$ cat src/rtl/my_design_deser_if.sv
// my_design_deser_if: parallel output port of the deserializer (valid/ready word plus parity flag)
//   dout       word, bit 0 is the first bit received
//   dout_valid dout holds an unconsumed word
//   dout_ready consumer accepts dout when dout_valid & dout_ready
//   par_err    parity mismatch for the word on dout, qualified by dout_valid
interface my_design_deser_if #(parameter int WIDTH = 3);
    logic [WIDTH-1:0] dout;
    logic             dout_valid;
    logic             dout_ready;
    logic             par_err;
    modport master (output dout, output dout_valid, output par_err, input dout_ready);
    modport slave (input dout, input dout_valid, input par_err, output dout_ready);
endinterface

$ cat src/rtl/my_design_deser.sv
// my_design_deser: framed serial-to-parallel receiver with optional even parity
//   clk, rst   rising-edge clock, synchronous active-high reset
//   sin        serial data, idles at 0; start bit is a sampled 1
//   sin_en     bit strobe; sin is sampled only when high
//   bus        master side of my_design_deser_if (dout/dout_valid/par_err out, dout_ready in)
//   overrun    sticky, a completed frame was dropped because dout was still held
//   frame_cnt  words loaded into dout, modulo 256
module my_design_deser #(
    parameter int WIDTH = 3,
    parameter bit PARITY_EN = 1'b1
) (
    input  logic                clk,
    input  logic                rst,
    input  logic                sin,
    input  logic                sin_en,
    my_design_deser_if.master   bus,
    output logic                overrun,
    output logic [7:0]          frame_cnt
);
    localparam int CW = $clog2(WIDTH);
    typedef enum logic [1:0] {IDLE, DATA, PAR} state_t;
    state_t           state;
    logic [CW-1:0]    bitcnt;
    logic [WIDTH-1:0] sr;
    logic [WIDTH-1:0] nsr;
    logic [WIDTH-1:0] word;
    logic             last;
    logic             done;
    logic             err;
    always_comb begin
        last = state == DATA && bitcnt == CW'(WIDTH - 1);
        done = sin_en && (state == PAR || (last && !PARITY_EN));
        // sr is cleared at the start bit, so OR-ing places each bit at its position
        nsr  = sr | (WIDTH'(sin) << bitcnt);
        // without parity the last data bit is still in flight, so take it from nsr
        word = state == PAR ? sr : nsr;
        err  = PARITY_EN && state == PAR && ((^sr) ^ sin);
    end
    always_ff @(posedge clk) begin
        if (rst) begin
            state          <= IDLE;
            bitcnt         <= '0;
            sr             <= '0;
            bus.dout       <= '0;
            bus.dout_valid <= 1'b0;
            bus.par_err    <= 1'b0;
            overrun        <= 1'b0;
            frame_cnt      <= '0;
        end else begin
            if (sin_en) begin
                case (state)
                    IDLE: if (sin) begin
                        state  <= DATA;
                        bitcnt <= '0;
                        sr     <= '0;
                    end
                    DATA: begin
                        sr     <= nsr;
                        bitcnt <= last ? bitcnt : bitcnt + 1'b1;
                        state  <= last ? (PARITY_EN ? PAR : IDLE) : DATA;
                    end
                    default: state <= IDLE;
                endcase
            end
            // a completing frame takes priority over a plain handshake; it is
            // dropped only when the held word is not being consumed this edge
            if (done) begin
                if (!bus.dout_valid || bus.dout_ready) begin
                    bus.dout       <= word;
                    bus.par_err    <= err;
                    bus.dout_valid <= 1'b1;
                    frame_cnt      <= frame_cnt + 8'd1;
                end else begin
                    overrun <= 1'b1;
                end
            end else if (bus.dout_valid && bus.dout_ready) begin
                bus.dout_valid <= 1'b0;
            end
        end
    end
endmodule

$ cat src/flat_wrapper.sv
// flat-port wrapper written by rule: the top's interface ports become plain ports
module my_design_deser_flat 
#(
    parameter int WIDTH = 3,
    parameter bit PARITY_EN = 1'b1
)
  (clk, rst, sin, sin_en, overrun, frame_cnt, bus_dout, bus_dout_valid, bus_par_err, bus_dout_ready);
  my_design_deser_if #(.WIDTH(WIDTH)) bus_i ();
  input  logic clk;
  input  logic rst;
  input  logic sin;
  input  logic sin_en;
  output logic overrun;
  output logic [7:0] frame_cnt;
  output wire logic [$bits(bus_i.dout)-1:0] bus_dout;
  output wire logic [$bits(bus_i.dout_valid)-1:0] bus_dout_valid;
  output wire logic [$bits(bus_i.par_err)-1:0] bus_par_err;
  input wire logic [$bits(bus_i.dout_ready)-1:0] bus_dout_ready;
  assign bus_dout = bus_i.dout;
  assign bus_dout_valid = bus_i.dout_valid;
  assign bus_par_err = bus_i.par_err;
  assign bus_i.dout_ready = bus_dout_ready;
  my_design_deser #(.WIDTH(WIDTH), .PARITY_EN(PARITY_EN)) u_core (.clk(clk), .rst(rst), .sin(sin), .sin_en(sin_en), .bus(bus_i), .overrun(overrun), .frame_cnt(frame_cnt));
endmodule
$ cat config.mk
export PLATFORM = sky130hd
export DESIGN_NAME = my_design_deser_flat
export DESIGN_NICKNAME = d
export VERILOG_FILES = /design/src/rtl/my_design_deser_if.sv /design/src/rtl/my_design_deser.sv /design/src/flat_wrapper.sv
export SDC_FILE = /design/constraint.sdc
export NUM_CORES = 1
export LEC_CHECK = 0
export ABC_CLOCK_PERIOD_IN_PS = 1900
export CAP_MARGIN = 20
export CELL_PAD_IN_SITES_DETAIL_PLACEMENT = 1
export CELL_PAD_IN_SITES_GLOBAL_PLACEMENT = 2
export CORE_ASPECT_RATIO = 1.1
export CORE_UTILIZATION = 28
export CTS_CLUSTER_SIZE = 8
export DETAILED_ROUTE_END_ITERATION = 10
export GPL_TIMING_DRIVEN = 1
export PLACE_DENSITY_LB_ADDON = 0.1
export SLEW_MARGIN = 20
export SYNTH_ARGS = -nofsm -noshare
export SYNTH_HDL_FRONTEND = slang
export SYNTH_SLANG_ARGS = --single-unit
$ cat constraint.sdc
create_clock -name clk -period 1.9 [get_ports clk]
set_input_delay 0.38 -clock clk [delete_from_list [all_inputs] [get_ports clk]]
set_output_delay 0.38 -clock clk [all_outputs]
set_load 0.01 [all_outputs]
## Yosys cells after proc, flatten, opt, wreduce, memory -nomap -nowiden

Cells that the tools add are included.

- Register bits after elaboration: 21
- Logic and storage cells: 48

- Shift-type cells: 1
- Eq/ne operators: 6
- Reduce and logical (&&, ||, !) cells: 16
- $add $sub $neg: 2
- Bitwise gates (word level): 3
- Muxes and demuxes: 12

Operator list:

| kind | number |
|---|---|
| $add 8x1->8 const B | 1 |
| $mux 2 | 4 |
| $pmux 2 s2 | 2 |
| $reduce_and 2->1 | 4 |
| $mux 3 | 2 |
| $ne 2x2->1 const B | 3 |
| $pmux 3 s2 | 1 |
| $eq 2x2->1 const B | 2 |
| $logic_and 1x1->1 | 4 |
| $reduce_and 4->1 | 1 |
| $reduce_bool 2->1 | 2 |
| $mux 1 | 3 |
| $or 3x3->3 | 1 |
| $reduce_and 3->1 | 1 |
| $reduce_xor 3->1 | 1 |
| $shl 1x2->3 | 1 |
| $add 2x1->2 const B | 1 |
| $eq 2x1->1 const B | 1 |
| $logic_not 2->1 | 1 |
| $logic_not 1->1 | 1 |
| $logic_or 1x1->1 | 1 |
| $not 1->1 | 1 |
| $xor 1x1->1 | 1 |

## Depth between registers and ports, before layout

Gate-level depths: netlist of run 1.

- Depth in word-level cells: 4
- Gate-level depth with buffers: 5
- Gate-level depth less buffers: 5

## Worst setup path before layout of run 1

No wires, ideal clock.

- Path type: reg2reg
- Start point: register u_core.bitcnt[0]
- End point: register u_core.bitcnt[0]
- Arrival time: 1.313 ns
- Clock period less this slack: 1.440 ns
- Required time: 1.772 ns
- Path buffers: 0
- Path slack: 0.460 ns
- Stages on the path, launching flop included: 6
- Cells stage by stage: dfxtp_1 > inv_1 > ha_1 > a2111oi_4 > mux2i_1 > nor2_1

- Cells in the longest elaborated chain, start to end: 4
- Elaborated cells between the ends (all ways): 7
- Those cells by class: add/sub: 1; eq/ne: 2; mux: 2; reduce/logical: 2

Ends and longest elaborated chain:

| item | line | RTL |
|---|---|---|
| start: declaration | my_design_deser.sv:23 | `logic [CW-1:0] bitcnt;` |
| start signal: assignment | my_design_deser.sv:59 | `bitcnt <= last ? bitcnt : bitcnt + 1'b1;` |
| parallel branches: the longest is 4 deep, another holds $add 2x1->2 | - |  |

Parallel ways; which one is timed is not known. The select of a mux whose other input is x is not followed.
A chain may end at the register's enable or synchronous reset.

## Final worst setup path of run 1

- Start point: register u_core.frame_cnt[0]
- End point: output port frame_cnt[0]

RTL lines:

| item | line | RTL |
|---|---|---|
| start: declaration | my_design_deser.sv:18 | `output logic [7:0] frame_cnt` |
| start signal: assignment | my_design_deser.sv:72 | `frame_cnt <= frame_cnt + 8'd1;` |
| end: declaration | flat_wrapper.sv:14 | `output logic [7:0] frame_cnt;` |

No word-level cell between the ends.

==> out/metrics.yaml, run 1 <==
status:
  status: "completed"
route:
  postRouteAntennaNets: 0
  num_vias: 790
  wl_um: 2090
  dr.pass1.iters: 3
  drc: 0
  drtIter0Drc: 27
  wl_per_cell_um: 12.0
  drt-vias-per-instance: 4.54
critical_path:
  crit_fanout: 6
  worstSetupStartpointType: "flop"
  critical_path.max_stage_delay_ps: 580
  crit_type: "reg2out"
  cp_top_family: "buffers and inverters"
  end_kind: "primary output"
  arrival_ps: 1350
  slowest_stage: "clkdlybuf4s50_1"
  path_buf_inv: 1
  worstPathRequired_ps: 1520
  crit_chain: "clkdlybuf4s50_1"
grt:
  first_global_vias: 783
  grt_pass1_wl_um: 3650
  grt_start_max_net_pins: 12
  antenna_found_initial: 0
  grt.total_usage_pct: 13.0
  grt.overflow.total: 0
synth:
  syn_nets: 111
  ys_types: 32
  yosys_warnings: 0
  ys_seq_area_share_pct: 43.4
  syn_avg_cell_area_um2: 9.31
  syn_inst: 104
  synth-seq-cells: 21
  syn_area_um2: 968
clocking:
  cts.path.max_buffers: 2
  cts_tree: "yes"
  cts_inserted_buffers: 3
  postCtsHoldBufs: 0
  insertion_delay_ps: 300
  clkTransAtPathRegs_ps: 120
  cts.sinks: 21
  post_cts_buffers: 0
  cts-htree-levels: 1
  cts-resized-gates: 0
  cts_root_buf: "clkbuf_4"
finish:
  finalInstanceArea_um2: 1250
  diodes: 0
  syn2layout_area_growth_pct: 28.7
  multiInputGateArea_um2: 526
  fillerInstances: 402
  most-common-layout-cells: "21 x nor2_1, 21 x dfxtp_1, 18 x clkdlybuf4s50_1"
  seqCellArea_um2: 420
  nets: 134
  layout-drive-gt1-share_pct: 11.1
  final_util_pct: 37.4
timing:
  worstMarginPinSlew_ps: 761
  max_freq_ghz: 0.578
  fin_crit_sh_pct: 91.0
  fin_worst_skew_ps: 9.73
  slew_viol_final: 0
  rsz0062_at_grt: "false"
  relSlewSlack_pct: 49.2
  fin_tns_setup_ps: 0
  finalHoldViolations: 0
  fin_crit_ps: 1730
  setup_viol: 0
placement:
  gp_congestion: 0.756
  placed_cell_area_um2: 1220
  io_buffers: 18
worst_hold_path:
  min_path_type: "reg2reg"
floorplan:
  dieArea_um2: 3700
  rows: 22
  coreArea_um2: 3330
  dieHeight_um: 63.7
  dieWidth_um: 58.1
  ios: 19
  initial_core_util_pct: 29.1
power:
  p_leak_nw: 0.417
  ir_drop_v: 0.000268
  power_density_nw_per_um2: 575
flow_run:
  drv_cap: 0
[path summary, 6_finish.rpt]
path         slack [ps]           startpoint  cells past startpoint          endpoint
max                 170  u_core.frame_cnt[0]                      1      frame_cnt[0]
min                 480       u_core.overrun                      2    u_core.overrun
max reg2reg         350     u_core.bitcnt[0]                      5  u_core.bitcnt[0]
min reg2reg         480       u_core.overrun                      2    u_core.overrun
[cell usage after synthesis]
cell | n | share of area (%)
nand2_1 | 4 | 1.5
o21bai_1 | 1 | 0.78
nor2b_1 | 1 | 0.65
o21ai_0 | 2 | 1.0
inv_2 | 1 | 0.39
nor2_1 | 21 | 8.1
nor4b_2 | 1 | 1.5
clkbuf_1 | 3 | 1.2
nand3b_4 | 1 | 2.1
mux2i_1 | 5 | 5.2
and3b_1 | 1 | 0.90
a211oi_1 | 1 | 0.78
inv_1 | 2 | 0.78
nand4b_1 | 1 | 0.90
nor4_2 | 2 | 2.6
a41oi_1 | 1 | 0.90
ha_1 | 2 | 2.6
nor3_1 | 1 | 0.52
xnor2_1 | 7 | 6.3
nand4_1 | 1 | 0.65
or2b_1 | 1 | 0.78
nand3b_1 | 1 | 0.78
nand3_1 | 5 | 2.6
nor4_1 | 1 | 0.65
nor2_4 | 1 | 1.2
a21oi_1 | 8 | 4.1
a2111oi_4 | 1 | 2.8
dfxtp_1 | 21 | 43
xor2_1 | 1 | 0.90
nor2_2 | 1 | 0.65
a21o_1 | 1 | 0.78
nand2b_1 | 3 | 1.9
[state kept, by name (all words and copies together) (netlist names)]
| signal | flops |
|---|---|
| u_core.sr | 3 |
| u_core.frame_cnt | 8 |
| u_core.bitcnt | 2 |
| u_core.bus.par_err | 1 |
| u_core.state | 2 |
| u_core.overrun | 1 |
| u_core.bus.dout | 3 |
| u_core.bus.dout_valid | 1 |
[per-layer routing]
metal	track usage (%)	wire length, um	vias to the layer above
met5	0	0	-
met4	8.04	42	0
met3	2.05	46	4
met2	19.7	1030	12
met1	16.9	972	376
li1	-	-	398
[final cells by class]
class                      count  area share, %
sequential                    21           33.7
clock buffer                   4           2.11
inverter                       3          0.904
tap                           48           4.82
multi-input combinational     77           42.2
timing repair buffer          21           16.3
[logic make-up (layout without fill, tap and decap cells)]
| group | count (synthesis) | count (layout) | share of synthesized area (%) |
|---|---|---|---|
| adders and majority gates | 2 | 2 | 2.58 |
| DFF | 21 | 21 | 43.4 |
| and+or+nand+nor | 47 | 47 | 28.0 |
| muxes | 5 | 5 | 5.17 |
| AOI/OAI and AO/OA | 15 | 15 | 11.2 |
| buffers and inverters | 6 | 28 | 2.33 |
| xor gates and xnor gates | 8 | 8 | 7.24 |
[worst register-to-register path: stages (launching register included)]
cell	delay, ps
dfxtp_1	390
inv_1	100
ha_1	250
a2111oi_4	450
mux2i_1	230
nor2_1	50
[where the power goes]
part / internal [mW] / switching [mW] / leakage [nW]
clock: 0.0818 / 0.131 / 0.0150
combinational: 0.0273 / 0.0258 / 0.232
sequential: 0.444 / 0.00629 / 0.170
total: 0.553 / 0.163 / 0.417
[stage by stage]
step | cells | setup slack, ps | total power, mW | hold WS, ps
floorplan | 104 | 460 | 0.490 | 479
detailed placement | 170 | -64.0 | 0.514 | 467
global route | 174 | 101 | 0.754 | 525
finish | 174 | 171 | 0.716 | 480
CTS | 174 | 152 | 0.734 | 496
global placement | 170 | -21.1 | 0.513 | 459
Note: power is estimated with default switching activity, not from simulation.
==> run 2, diff against run 1 <==
CORE_ASPECT_RATIO = 2   (was 1.1)
==> out/metrics.yaml, run 2 (same netlist as run 1, synthesis figures left out) <==
critical_path:
  critical_path.max_stage_delay_ps: 580  # about the same
  arrival_ps: 1300  # -50 ps
  crit_chain: "clkdlybuf4s50_1"
  cp_top_family: "buffers and inverters"
  worstPathRequired_ps: 1520  # about the same
  crit_type: "reg2out"
  crit_fanout: 6  # unchanged
  slowest_stage: "clkdlybuf4s50_1"
  path_buf_inv: 1  # unchanged
  worstSetupStartpointType: "flop"
  end_kind: "primary output"
finish:
  reg_top3: "u_core.frame_cnt x8, u_core.bus.dout x3, u_core.sr x3"
  multiInputGateArea_um2: 526  # unchanged
  layout.cells.non_filler: 157  # -9.8%
  largest_register_ffs: 8  # unchanged
  nets: 134  # unchanged
  final_util_pct: 38.5  # +1.1 points
  regMostFlops: "u_core.frame_cnt"
  syn2layout_area_growth_pct: 28.4
  seqCellArea_um2: 420  # unchanged
  diodes: 0  # unchanged
  fillerInstances: 389  # -3.2%
  most-common-layout-cells: "21 x nor2_1, 21 x dfxtp_1, 18 x clkdlybuf4s50_1"
  layout-drive-gt1-share_pct: 11.1  # unchanged
timing:
  finalHoldViolations: 0  # unchanged
  relSlewSlack_pct: 49.7  # +0.51 points
  fin_tns_setup_ps: 0  # unchanged
  fin_worst_skew_ps: 0.842  # -8.89 ps
  fin_crit_ps: 1680  # -45.9 ps
  setup_viol: 0  # unchanged
  rsz0062_at_grt: "false"
  fin_crit_sh_pct: 88.6  # -2.4 points
  worstMarginPinSlew_ps: 753  # -7.65 ps
  slew_viol_final: 0  # unchanged
  max_freq_ghz: 0.594  # +2.7%
grt:
  grt.total_usage_pct: 13.5  # +0.55 points
  grt_pass1_wl_um: 3750  # +2.8%
  antenna_found_initial: 0  # unchanged
  grt.overflow.total: 0  # unchanged
  grt_start_max_net_pins: 12  # unchanged
  first_global_vias: 840  # +7.3%
clocking:
  cts_inserted_buffers: 3  # unchanged
  clkTransAtPathRegs_ps: 80  # -40 ps
  cts-resized-gates: 0  # unchanged
  cts.path.max_buffers: 2  # unchanged
  insertion_delay_ps: 260  # -40 ps
  cts-htree-levels: 1  # unchanged
  cts_root_buf: "clkbuf_8"
  cts_tree: "yes"
  postCtsHoldBufs: 0  # unchanged
  post_cts_buffers: 0  # unchanged
  cts.sinks: 21  # unchanged
floorplan:
  initial_core_util_pct: 30.0  # +0.91 points
  dieArea_um2: 3710  # +0.38%
  dieHeight_um: 85.2  # +34%
  ios: 19  # unchanged
  dieWidth_um: 43.6  # -25%
  coreArea_um2: 3230  # -3.0%
  rows: 29  # +32%
route:
  postRouteAntennaNets: 0  # unchanged
  drt-vias-per-instance: 5.22  # +15%
  wl_per_cell_um: 14.3  # +19%
  num_vias: 819  # +3.7%
  drc: 2  # +2
  drtIter0Drc: 14  # -48%
  wl_um: 2250  # +7.4%
  dr.pass1.iters: 7  # +4
power:
  power_density_nw_per_um2: 646  # +12%
  p_leak_nw: 0.424  # +1.9%
  total_power_uw: 804  # +12%
  ir_drop_v: 0.000331  # +24%
placement:
  gp_congestion: 0.764  # +1.1%
  dpl.hpwl_um: 1720
  post-place-cells: 153  # -10%
  io_buffers: 18  # unchanged
worst_hold_path:
  min_path_type: "reg2reg"
flow_run:
  drv_cap: 0  # unchanged
status:
  status: "finished with violations"
  violations: "DRC"
[run 2: cell counts in the layout (fill, tap and decap cells not counted)]
No cell type changed its count.
[run 2: routing by layer]
layer	share of wire [%]	wire, um	GRT usage [%]
met5	0	0	0
met4	2.4	53	7.67
met3	3.1	69	2.13
met2	57	1290	25.5
met1	37	840	12.8
[run 2: path summary, 6_finish.rpt]
check / startpoint / endpoint / slack [ps] / depth (start not counted)
hold reg to reg: u_core.frame_cnt[7] / u_core.frame_cnt[7] / 500 / 2
setup / recovery: u_core.frame_cnt[0] / frame_cnt[0] / 220 / 1
setup reg to reg: u_core.bitcnt[0] / u_core.bitcnt[0] / 330 / 5
hold / removal: u_core.frame_cnt[7] / u_core.frame_cnt[7] / 500 / 2
[run 2: cell type report]
type | count | share of cell area [%]
Tap cell | 31 | 3.12
Inverter | 3 | 0.905
Timing Repair Buffer | 21 | 16.3
Clock buffer | 4 | 3.62
Sequential cell | 21 | 33.8
Multi-Input combinational cell | 77 | 42.3
[run 2: stage by stage]
step	instance area (um2)	setup WS (ps)	hold slack (ps)
after floorplan	968	460	479
after global placement	1200	-17.0	476
after detailed placement	1200	-43.4	491
after CTS	1240	187	513
after global routing	1240	137	543
final	1240	217	501
[run 2: power breakdown]
| part | internal [mW] | switching [mW] | total, mW |
|---|---|---|---|
| Sequential | 0.443 | 0.00631 | 0.450 |
| Combinational | 0.0272 | 0.0256 | 0.0528 |
| Clock | 0.150 | 0.152 | 0.302 |
| Total | 0.620 | 0.184 | 0.804 |
==> run 3, diff against run 2 <==
MAX_ROUTING_LAYER = met4   (was default)
==> out/metrics.yaml, run 3 (same netlist as run 1, synthesis figures left out) <==
route:
  wl_per_cell_um: 14.3  # -0.40%
  num_vias: 818  # -0.12%
  drt-vias-per-instance: 5.21  # -0.12%
  drtIter0Drc: 15  # +1
  dr.pass1.iters: 7  # unchanged
  drc: 2  # unchanged
  postRouteAntennaNets: 0  # unchanged
  wl_um: 2240  # -0.40%
floorplan:
  dieHeight_um: 85.2  # unchanged
  dieArea_um2: 3710  # unchanged
  ios: 19  # unchanged
  dieWidth_um: 43.6  # unchanged
  rows: 29  # unchanged
  coreArea_um2: 3230  # unchanged
  initial_core_util_pct: 30.0  # unchanged
critical_path:
  crit_fanout: 6  # unchanged
  end_kind: "primary output"
  path_buf_inv: 1  # unchanged
  worstPathRequired_ps: 1520  # about the same
  critical_path.max_stage_delay_ps: 580  # about the same
  cp_top_family: "buffers and inverters"
  crit_type: "reg2out"
  arrival_ps: 1310  # about the same
  worstSetupStartpointType: "flop"
  slowest_stage: "clkdlybuf4s50_1"
  crit_chain: "clkdlybuf4s50_1"
timing:
  slew_viol_final: 0  # unchanged
  fin_crit_sh_pct: 89.0  # +0.44 points
  relSlewSlack_pct: 49.7  # about the same
  setup_viol: 0  # unchanged
  rsz0062_at_grt: "false"
  finalHoldViolations: 0  # unchanged
  max_freq_ghz: 0.591  # -0.49%
  fin_crit_ps: 1690  # +8.36 ps
  worstMarginPinSlew_ps: 753  # +0.190 ps
  fin_worst_skew_ps: 0.987  # +0.144 ps
  fin_tns_setup_ps: 0  # unchanged
clocking:
  clkTransAtPathRegs_ps: 80  # about the same
  cts_tree: "yes"
  cts-resized-gates: 0  # unchanged
  cts-htree-levels: 1  # unchanged
  post_cts_buffers: 0  # unchanged
  cts_inserted_buffers: 3  # unchanged
  cts_root_buf: "clkbuf_8"
  insertion_delay_ps: 260  # about the same
  cts.path.max_buffers: 2  # unchanged
  cts.sinks: 21  # unchanged
  postCtsHoldBufs: 0  # unchanged
status:
  status: "finished with violations"
  violations: "DRC"
finish:
  reg_top3: "u_core.frame_cnt x8, u_core.bus.dout x3, u_core.sr x3"
  largest_register_ffs: 8  # unchanged
  regMostFlops: "u_core.frame_cnt"
  nets: 134  # unchanged
  syn2layout_area_growth_pct: 28.4  # unchanged
  final_util_pct: 38.5  # unchanged
  layout.cells.non_filler: 157  # unchanged
  diodes: 0  # unchanged
  most-common-layout-cells: "21 x nor2_1, 21 x dfxtp_1, 18 x clkdlybuf4s50_1"
  layout-drive-gt1-share_pct: 11.1  # unchanged
  seqCellArea_um2: 420  # unchanged
  multiInputGateArea_um2: 526  # unchanged
  fillerInstances: 389  # unchanged
grt:
  grt_start_max_net_pins: 12  # unchanged
  grt_pass1_wl_um: 3760  # +0.19%
  grt.overflow.total: 0  # unchanged
  grt.total_usage_pct: 13.9  # +0.38 points
  antenna_found_initial: 0  # unchanged
  first_global_vias: 839  # -0.12%
power:
  p_leak_nw: 0.424  # unchanged
  total_power_uw: 804  # about the same
  ir_drop_v: 0.000331  # +0.13%
  power_density_nw_per_um2: 647  # about the same
placement:
  gp_congestion: 0.774  # +1.3%
  io_buffers: 18  # unchanged
  post-place-cells: 153  # unchanged
  dpl.hpwl_um: 1720  # unchanged
flow_run:
  drv_cap: 0  # unchanged
worst_hold_path:
  min_path_type: "reg2reg"
-- run 3: stage by stage --
| step | area [um2] | hold slack (ps) | worst slack (ps) |
|---|---|---|---|
| finish | 1240 | 501 | 209 |
| global route | 1240 | 543 | 137 |
| CTS | 1240 | 513 | 187 |
| detailed placement | 1200 | 491 | -43.4 |
| global placement | 1200 | 476 | -17.0 |
| floorplan | 968 | 479 | 460 |
-- run 3: routing by layer --
| layer | track usage [%] | routed length (um) | vias to the layer above |
|---|---|---|---|
| li1 | - | - | 399 |
| met3 | 2.13 | 69 | 5 |
| met4 | 7.67 | 53 | 0 |
| met1 | 12.8 | 830 | 398 |
| met2 | 25.5 | 1290 | 16 |
| met5 | - | 0 | - |
-- run 3: worst paths after layout --
check / start / to / slack (ps) / depth (start not counted)
worst min-delay path: u_core.frame_cnt[7] / u_core.frame_cnt[7] / 500 / 2
worst max register to register: u_core.bitcnt[0] / u_core.bitcnt[0] / 330 / 5
worst min register to register: u_core.frame_cnt[7] / u_core.frame_cnt[7] / 500 / 2
worst max-delay path: u_core.frame_cnt[0] / frame_cnt[0] / 210 / 1
-- run 3: power breakdown --
group	internal [mW]	switching (mW)	total, mW
clock network	0.150	0.152	0.302
logic	0.0272	0.0255	0.0527
registers	0.443	0.00632	0.450
total	0.620	0.184	0.804
-- run 3: final cells by class --
cell class / count / share of cell area, %
clock buffers: 4 / 3.62
inverters: 3 / 0.905
multi-input cells: 77 / 42.3
flip-flops and latches: 21 / 33.8
well taps: 31 / 3.12
repair buffers: 21 / 16.3
